===== config.mk =====
export PLATFORM = sky130hd
export DESIGN_NAME = multicycle_core
export DESIGN_NICKNAME = d
export VERILOG_FILES = /design/src/rtl/multicycle_core.sv
export SDC_FILE = /design/constraint.sdc
export NUM_CORES = 2
export LEC_CHECK = 0
export CORE_ASPECT_RATIO = 0.6
export CORE_MARGIN = 2
export CORE_UTILIZATION = 35
export DETAILED_ROUTE_END_ITERATION = 6
export SYNTH_ARGS = -nofsm -noshare
export SYNTH_HDL_FRONTEND = slang
export SYNTH_SLANG_ARGS = --single-unit

===== constraint.sdc =====
create_clock -name CLK -period 5.7 [get_ports CLK]
set_input_delay 1.14 -clock CLK [delete_from_list [all_inputs] [get_ports CLK]]
set_output_delay 1.14 -clock CLK [all_outputs]
set_load 0.01 [all_outputs]

===== src/rtl/multicycle_core.sv =====
// Multicycle RV32I-subset core with one handshaked memory port for fetch, load and store.
// Optional macro MULTICYCLE_BRANCH_EXT_EN adds bne/blt/bge/bltu/bgeu; without it only beq is legal.
module multicycle_core #(
    parameter logic [31:0] RESET_PC = 32'h0000_0000,
    parameter int          NREG     = 32
) (
    input  logic        CLK,
    input  logic        RESET,
    output logic        mem_req,
    output logic        mem_we,
    output logic [31:0] mem_addr,
    output logic [31:0] mem_wdata,
    input  logic [31:0] mem_rdata,
    input  logic        mem_ready,
    output logic        illegal,
    output logic [2:0]  state_o
);
    localparam int RW = $clog2(NREG);

    localparam logic [2:0] IDLE   = 3'd0;
    localparam logic [2:0] FETCH  = 3'd1;
    localparam logic [2:0] DECODE = 3'd2;
    localparam logic [2:0] EXEC   = 3'd3;
    localparam logic [2:0] MEM    = 3'd4;
    localparam logic [2:0] WB     = 3'd5;
    localparam logic [2:0] TRAP   = 3'd6;

    localparam logic [6:0] OP_LUI    = 7'b0110111;
    localparam logic [6:0] OP_AUIPC  = 7'b0010111;
    localparam logic [6:0] OP_JAL    = 7'b1101111;
    localparam logic [6:0] OP_JALR   = 7'b1100111;
    localparam logic [6:0] OP_BRANCH = 7'b1100011;
    localparam logic [6:0] OP_LOAD   = 7'b0000011;
    localparam logic [6:0] OP_STORE  = 7'b0100011;
    localparam logic [6:0] OP_IMM    = 7'b0010011;
    localparam logic [6:0] OP_REG    = 7'b0110011;

    logic [2:0]         state;
    logic [31:0]        pc;
    logic [31:0]        ir;
    logic signed [31:0] a, b, imm, r;
    logic [31:0]        rf [NREG];

    logic [6:0] opcode, f7;
    logic [4:0] rd, rs1, rs2;
    logic [2:0] f3;
    assign opcode = ir[6:0];
    assign rd     = ir[11:7];
    assign f3     = ir[14:12];
    assign rs1    = ir[19:15];
    assign rs2    = ir[24:20];
    assign f7     = ir[31:25];

    function automatic logic reg_ok(input logic [4:0] idx);
        return int'(idx) < NREG;
    endfunction

    function automatic logic br_f3_ok(input logic [2:0] fn);
`ifdef MULTICYCLE_BRANCH_EXT_EN
        return (fn != 3'b010) && (fn != 3'b011);
`else
        return fn == 3'b000;
`endif
    endfunction

    function automatic logic branch_taken(input logic [2:0] fn, input logic signed [31:0] x,
                                          input logic signed [31:0] y);
`ifdef MULTICYCLE_BRANCH_EXT_EN
        case (fn)
            3'b000:  return x == y;
            3'b001:  return x != y;
            3'b100:  return x < y;
            3'b101:  return x >= y;
            3'b110:  return $unsigned(x) < $unsigned(y);
            3'b111:  return $unsigned(x) >= $unsigned(y);
            default: return 1'b0;
        endcase
`else
        return (fn == 3'b000) && (x == y);
`endif
    endfunction

    function automatic logic signed [31:0] alu(input logic signed [31:0] x, input logic signed [31:0] y,
                                               input logic [2:0] fn, input logic alt);
        case (fn)
            3'b000:  return alt ? x - y : x + y;
            3'b001:  return x << y[4:0];
            3'b010:  return {31'd0, x < y};
            3'b011:  return {31'd0, $unsigned(x) < $unsigned(y)};
            3'b100:  return x ^ y;
            3'b101:  return alt ? x >>> y[4:0] : $signed($unsigned(x) >> y[4:0]);
            3'b110:  return x | y;
            default: return x & y;
        endcase
    endfunction

    // Decode: immediate format and legality, including register indices beyond NREG.
    logic signed [31:0] imm_dec;
    logic               op_ok, use_rd, use_rs1, use_rs2, legal;
    always_comb begin
        imm_dec = '0;
        op_ok   = 1'b0;
        use_rd  = 1'b0;
        use_rs1 = 1'b0;
        use_rs2 = 1'b0;
        case (opcode)
            OP_REG: begin
                op_ok = (f7 == 7'h00) || (f7 == 7'h20 && (f3 == 3'b000 || f3 == 3'b101));
                {use_rd, use_rs1, use_rs2} = 3'b111;
            end
            OP_IMM: begin
                imm_dec = {{20{ir[31]}}, ir[31:20]};
                op_ok   = (f3 == 3'b001) ? (f7 == 7'h00) :
                          (f3 == 3'b101) ? (f7 == 7'h00 || f7 == 7'h20) : 1'b1;
                {use_rd, use_rs1} = 2'b11;
            end
            OP_LOAD: begin
                imm_dec = {{20{ir[31]}}, ir[31:20]};
                op_ok   = f3 == 3'b010;
                {use_rd, use_rs1} = 2'b11;
            end
            OP_STORE: begin
                imm_dec = {{20{ir[31]}}, ir[31:25], ir[11:7]};
                op_ok   = f3 == 3'b010;
                {use_rs1, use_rs2} = 2'b11;
            end
            OP_BRANCH: begin
                imm_dec = {{19{ir[31]}}, ir[31], ir[7], ir[30:25], ir[11:8], 1'b0};
                op_ok   = br_f3_ok(f3);
                {use_rs1, use_rs2} = 2'b11;
            end
            OP_JAL: begin
                imm_dec = {{11{ir[31]}}, ir[31], ir[19:12], ir[20], ir[30:21], 1'b0};
                op_ok   = 1'b1;
                use_rd  = 1'b1;
            end
            OP_JALR: begin
                imm_dec = {{20{ir[31]}}, ir[31:20]};
                op_ok   = f3 == 3'b000;
                {use_rd, use_rs1} = 2'b11;
            end
            OP_LUI, OP_AUIPC: begin
                imm_dec = {ir[31:12], 12'd0};
                op_ok   = 1'b1;
                use_rd  = 1'b1;
            end
            default: ;
        endcase
        legal = op_ok && (!use_rd || reg_ok(rd)) && (!use_rs1 || reg_ok(rs1)) && (!use_rs2 || reg_ok(rs2));
    end

    logic [31:0] rs1_val, rs2_val;
    assign rs1_val = (rs1 == 5'd0) ? 32'd0 : rf[rs1[RW-1:0]];
    assign rs2_val = (rs2 == 5'd0) ? 32'd0 : rf[rs2[RW-1:0]];

    // Execute: result, next PC and next state; misaligned data or jump addresses trap.
    logic               alt;
    logic signed [31:0] exec_r;
    logic [31:0]        exec_pc, pc_seq, pc_tgt, addr_sum, jalr_tgt;
    logic [2:0]         exec_next;
    always_comb begin
        alt       = (opcode == OP_REG && ir[30]) || (opcode == OP_IMM && f3 == 3'b101 && ir[30]);
        pc_seq    = pc + 32'd4;
        pc_tgt    = pc + imm;
        addr_sum  = a + imm;
        jalr_tgt  = {addr_sum[31:1], 1'b0};
        exec_r    = alu(a, (opcode == OP_REG) ? b : imm, f3, alt);
        exec_pc   = pc_seq;
        exec_next = WB;
        case (opcode)
            OP_LUI:   exec_r = imm;
            OP_AUIPC: exec_r = pc_tgt;
            OP_LOAD, OP_STORE: begin
                exec_r    = addr_sum;
                exec_pc   = pc;
                exec_next = (addr_sum[1:0] != 2'b00) ? TRAP : MEM;
            end
            OP_BRANCH: begin
                exec_next = FETCH;
                if (branch_taken(f3, a, b)) begin
                    exec_pc = pc_tgt;
                    if (pc_tgt[1:0] != 2'b00) exec_next = TRAP;
                end
            end
            OP_JAL: begin
                exec_r  = pc_seq;
                exec_pc = pc_tgt;
                if (pc_tgt[1:0] != 2'b00) exec_next = TRAP;
            end
            OP_JALR: begin
                exec_r  = pc_seq;
                exec_pc = jalr_tgt;
                if (jalr_tgt[1:0] != 2'b00) exec_next = TRAP;
            end
            default: ;
        endcase
    end

    always_ff @(posedge CLK) begin
        if (RESET) begin
            state <= IDLE;
            pc    <= RESET_PC;
        end else begin
            case (state)
                IDLE:   state <= FETCH;
                FETCH:  if (mem_ready) state <= DECODE;
                DECODE: state <= legal ? EXEC : TRAP;
                EXEC: begin
                    state <= exec_next;
                    pc    <= exec_pc;
                end
                MEM: if (mem_ready) begin
                    pc    <= pc + 32'd4;
                    state <= (opcode == OP_LOAD) ? WB : FETCH;
                end
                WB:      state <= FETCH;
                default: state <= TRAP;
            endcase
        end
    end

    always_ff @(posedge CLK) begin
        if (state == FETCH && mem_ready) ir <= mem_rdata;
        if (state == DECODE) begin
            a   <= rs1_val;
            b   <= rs2_val;
            imm <= imm_dec;
        end
        if (state == EXEC) r <= exec_r;
        if (state == MEM && mem_ready && opcode == OP_LOAD) r <= mem_rdata;
        if (state == WB && rd != 5'd0) rf[rd[RW-1:0]] <= r;
    end

    assign mem_req   = (state == FETCH) || (state == MEM);
    assign mem_we    = (state == MEM) && (opcode == OP_STORE);
    assign mem_addr  = (state == MEM) ? r : pc;
    assign mem_wdata = mem_we ? b : 32'd0;
    assign illegal   = state == TRAP;
    assign state_o   = state;
endmodule


==> reports/qor.yml <==
logic_synthesis:
  ys_top_cells_by_area: "edfxtp_1, mux4_2, ha_1"
  synth_top_cell_area_share_pct: 51.2
  yosysMostFrequentCell: "edfxtp_1"
  synth-edff-count: 1184
  synth_top_area_cell: "edfxtp_1"
  netlist_area_um2: 69500
  synthDistinctLibCells: 103
  ys.flop_type: "edfxtp_1"
  yosysWarnings: 0
  ys_async_sr_fraction_pct: 0
  postSynthCellCount: 4928
  syn_avg_cell_area_um2: 14.1
  synth.ff_latch_count: 1219
  seq_area_frac_synth_pct: 52.2
  synth.top_cells.by_count: "edfxtp_1, mux4_2, nor2_1"
cells_and_area:
  area_delta_synth_final_pct: 13.4
  nets: 5263
  final_cell_area_um2: 78800
  drive_above_1_share_pct: 23.1
worst_setup_path:
  endpoint: "r[31]"
  rrSetupSlack_ps: 140
  crit_path_start_kind: "flop"
  crit_path_max_incr_delay_ps: 820
  cp_slowest_cell: "a211oi_2"
  required_ps: 6200
  cp_num_cells: 18
  cp_max_fo: 23
  path_delay_family: "simple AND/OR/NAND/NOR gates"
  reg2reg_to: "r[31]"
  timing.rr.start: "ir[2]"
  cp_cell_sequence: "or3_1 > nor2_4 > buf_12 > nand2_1 > nand2_1 > inv_1 > ha_1 > nor4_1 > buf_4 > nand4_1 > a31oi_1 > a31oi_4 > a211oi_2 > or2_1 > o41ai_1 > mux2i_1 > nor2_1 > o32a_1"
  rr_worst_depth: 18
  critPathKind: "reg2reg"
  crit_path_start: "ir[2]"
  end_kind: "flop"
  crit_top_cell: "nand2_1"
  worst-path-buf-inv: 3
  cp.arrival_ps: 6050
sta:
  worstMarginPinSlew_ps: 1380
  hold_viol_final: 0
  timing.setup.tns_ps: 0
  clock.fmax_ghz: 0.180
  rsz0062_at_grt: "false"
  relSlewSlack_pct: 7.27
  finClkSkew_ps: 62.1
  min_period_over_period_pct: 97.5
  fin_crit_ps: 5560
  final-setup-viol-count: 0
  slew_viol_final: 0
detailed_routing:
  wirelength_mm: 289
  drcViolationCount: 4
  drt_iter0_drc: 10089
  wire_per_inst_um: 37.1
  vias_per_cell: 6.61
  drtAntennaViolNets: 0
  drtPass1Iterations: 7
  dr_total_vias: 51519
outcome:
  violations: "DRC"
  status: "finished with violations"
die:
  boundaryPins: 105
  dieArea_um2: 202000
  std_cell_rows: 126
  die_h_um: 349
  fp.dieW_um: 579
  start_util_pct: 35.3
  core_um2: 197000
power_and_ir_drop:
  p_int_uw: 15600
  p_comb_share_pct: 15.2
  max-vdd-ir-drop_mv: 0.268
  pwr-share-clk_pct: 37.4
  pwr-share-seq_pct: 47.4
  cellPowerDensity_nw_per_um2: 272
  power_switching_uw: 5820
  sw_frac_of_total_pct: 27.1
  p_leak_uw: 0.0262
global_route:
  grt_usage_pct: 28.1
  grt_pass1_vias: 47693
  antenna_found_initial: 16
  grt_overflow: 0
  grt_start_max_net_pins: 113
  grt_pass1_wl_mm: 395
clocking:
  clockRootBuffer: "clkbuf_16"
  clockBufferDepth: 3
  holdBufCountCts: 0
  cts_sinks: 1219
  numCtsBuffers: 110
  cts_tree: "built"
  clk_pin_slew_ps: 70
  h-tree-depth: 3
  cts_setup_buffers: 0
  clk_latency_ps: 760
placement:
  hpwlAfterDp_mm: 202
  dpl-instance-area_um2: 75000
  port_buffers: 104
  place.gp.congestion: 1.07
job:
  cap_violations: 0
min_path:
  hold_class: "reg2reg"
[flip-flops by register name, summed over array words and instances, names as in the netlist]
register	cells
r	32
rf	1024
a	32
pc	32
b	32
ir	32
imm	32
state_o	3
[how the worst min path moves through the flow]
stage           start     end  slack (ps)  depth (start not counted)
2_1_floorplan   pc[5]   pc[5]         500                          2
3_3_place_gp    pc[0]   pc[0]         550                          2
3_5_place_dp   pc[16]  pc[16]         560                          2
4_1_cts        pc[16]  pc[16]         570                          2
5_1_grt        pc[16]  pc[16]         590                          2
6_report       pc[16]  pc[16]         570                          2
[routing by layer]
| metal | global-route usage, % | wire (um) |
|---|---|---|
| met4 | 4.93 | 5870 |
| met5 | 0 | 99 |
| met2 | 35.6 | 110000 |
| met3 | 10.7 | 46200 |
| met1 | 44.4 | 127000 |
[area by class of cell]
type	instances	area (um^2)
Timing Repair Buffer	362	3250
Sequential cell	1219	36300
Clock buffer	135	2870
Multi-Input combinational cell	3255	31800
Clock inverter	71	910
Antenna cell	5	12.5
Fill cell	18115	118000
Inverter	123	463
Tap cell	2624	3280
[tightest hold or removal path, stage by stage (launching register included)]
cell and delay [ps]:
dfxtp_1 360, nor2_1 120, nor3_1 50
[power by group through the flow]
| stage | clock (uW) | sequential [uW] | combinational, uW |
|---|---|---|---|
| 3_5_place_dp | 0 | 10300 | 3110 |
| 5_1_grt | 8410 | 10100 | 3380 |
| 3_3_place_gp | 0 | 10300 | 3120 |
| 4_1_cts | 8090 | 10100 | 3130 |
| 2_1_floorplan | 0 | 10200 | 1990 |
| 6_report | 8020 | 10100 | 3260 |
[cells in the final DEF (no fill, tap or decap), types with 32 or more instances in the layout]
cell and instances:
nand2_1 283, nor3_1 63, conb_1 32, o21ai_0 208, xnor2_1 83, mux2_2 34
ha_1 154, mux4_2 642, a221oi_1 47, a21oi_1 276, inv_1 117, mux2i_1 115
dfxtp_1 35, a31oi_1 42, xor2_1 76, and2_1 48, edfxtp_1 1184, clkbuf_16 111
o211ai_1 58, a21o_1 74, a211oi_1 44, nor2_1 291, buf_4 236, clkdlybuf4s50_1 104
nand2b_1 35, nand3_1 151
[logic make-up (layout without fill, tap and decap cells)]
kind of cell    Yosys count  in the layout  share of synthesized area [%]
simple gates           1050           1050                           6.99
xor+xnor                159            159                           2.00
compound gates         1064           1064                           10.1
fa+ha+maj               157            157                           2.86
flops                  1219           1219                           52.2
buf+inv                 485            691                           2.75
other cells               1             37                        0.00540
mux                     793            793                           23.1
[repair_timing]
action / in CTS / in global routing
endpoints found under the setup margin: 0 / 1
hold endpoints to repair: 0 / 0
resized for setup: 0 / 1
[per-stage QoR]
stage / power (uW) / instances / util (%) / setup slack [ps] / hold WS [ps]
finish: 21400 / 7794 / 40.0 / 145 / 571
detailed placement: 13400 / 7583 / 38.1 / 187 / 557
global route: 21900 / 7789 / 40.0 / 37.1 / 591
global placement: 13500 / 7583 / 38.1 / 256 / 546
CTS: 21300 / 7789 / 40.0 / 139 / 569
floorplan: 12200 / 4959 / - / 371 / 504
Note: power is estimated with default switching activity, not from simulation.
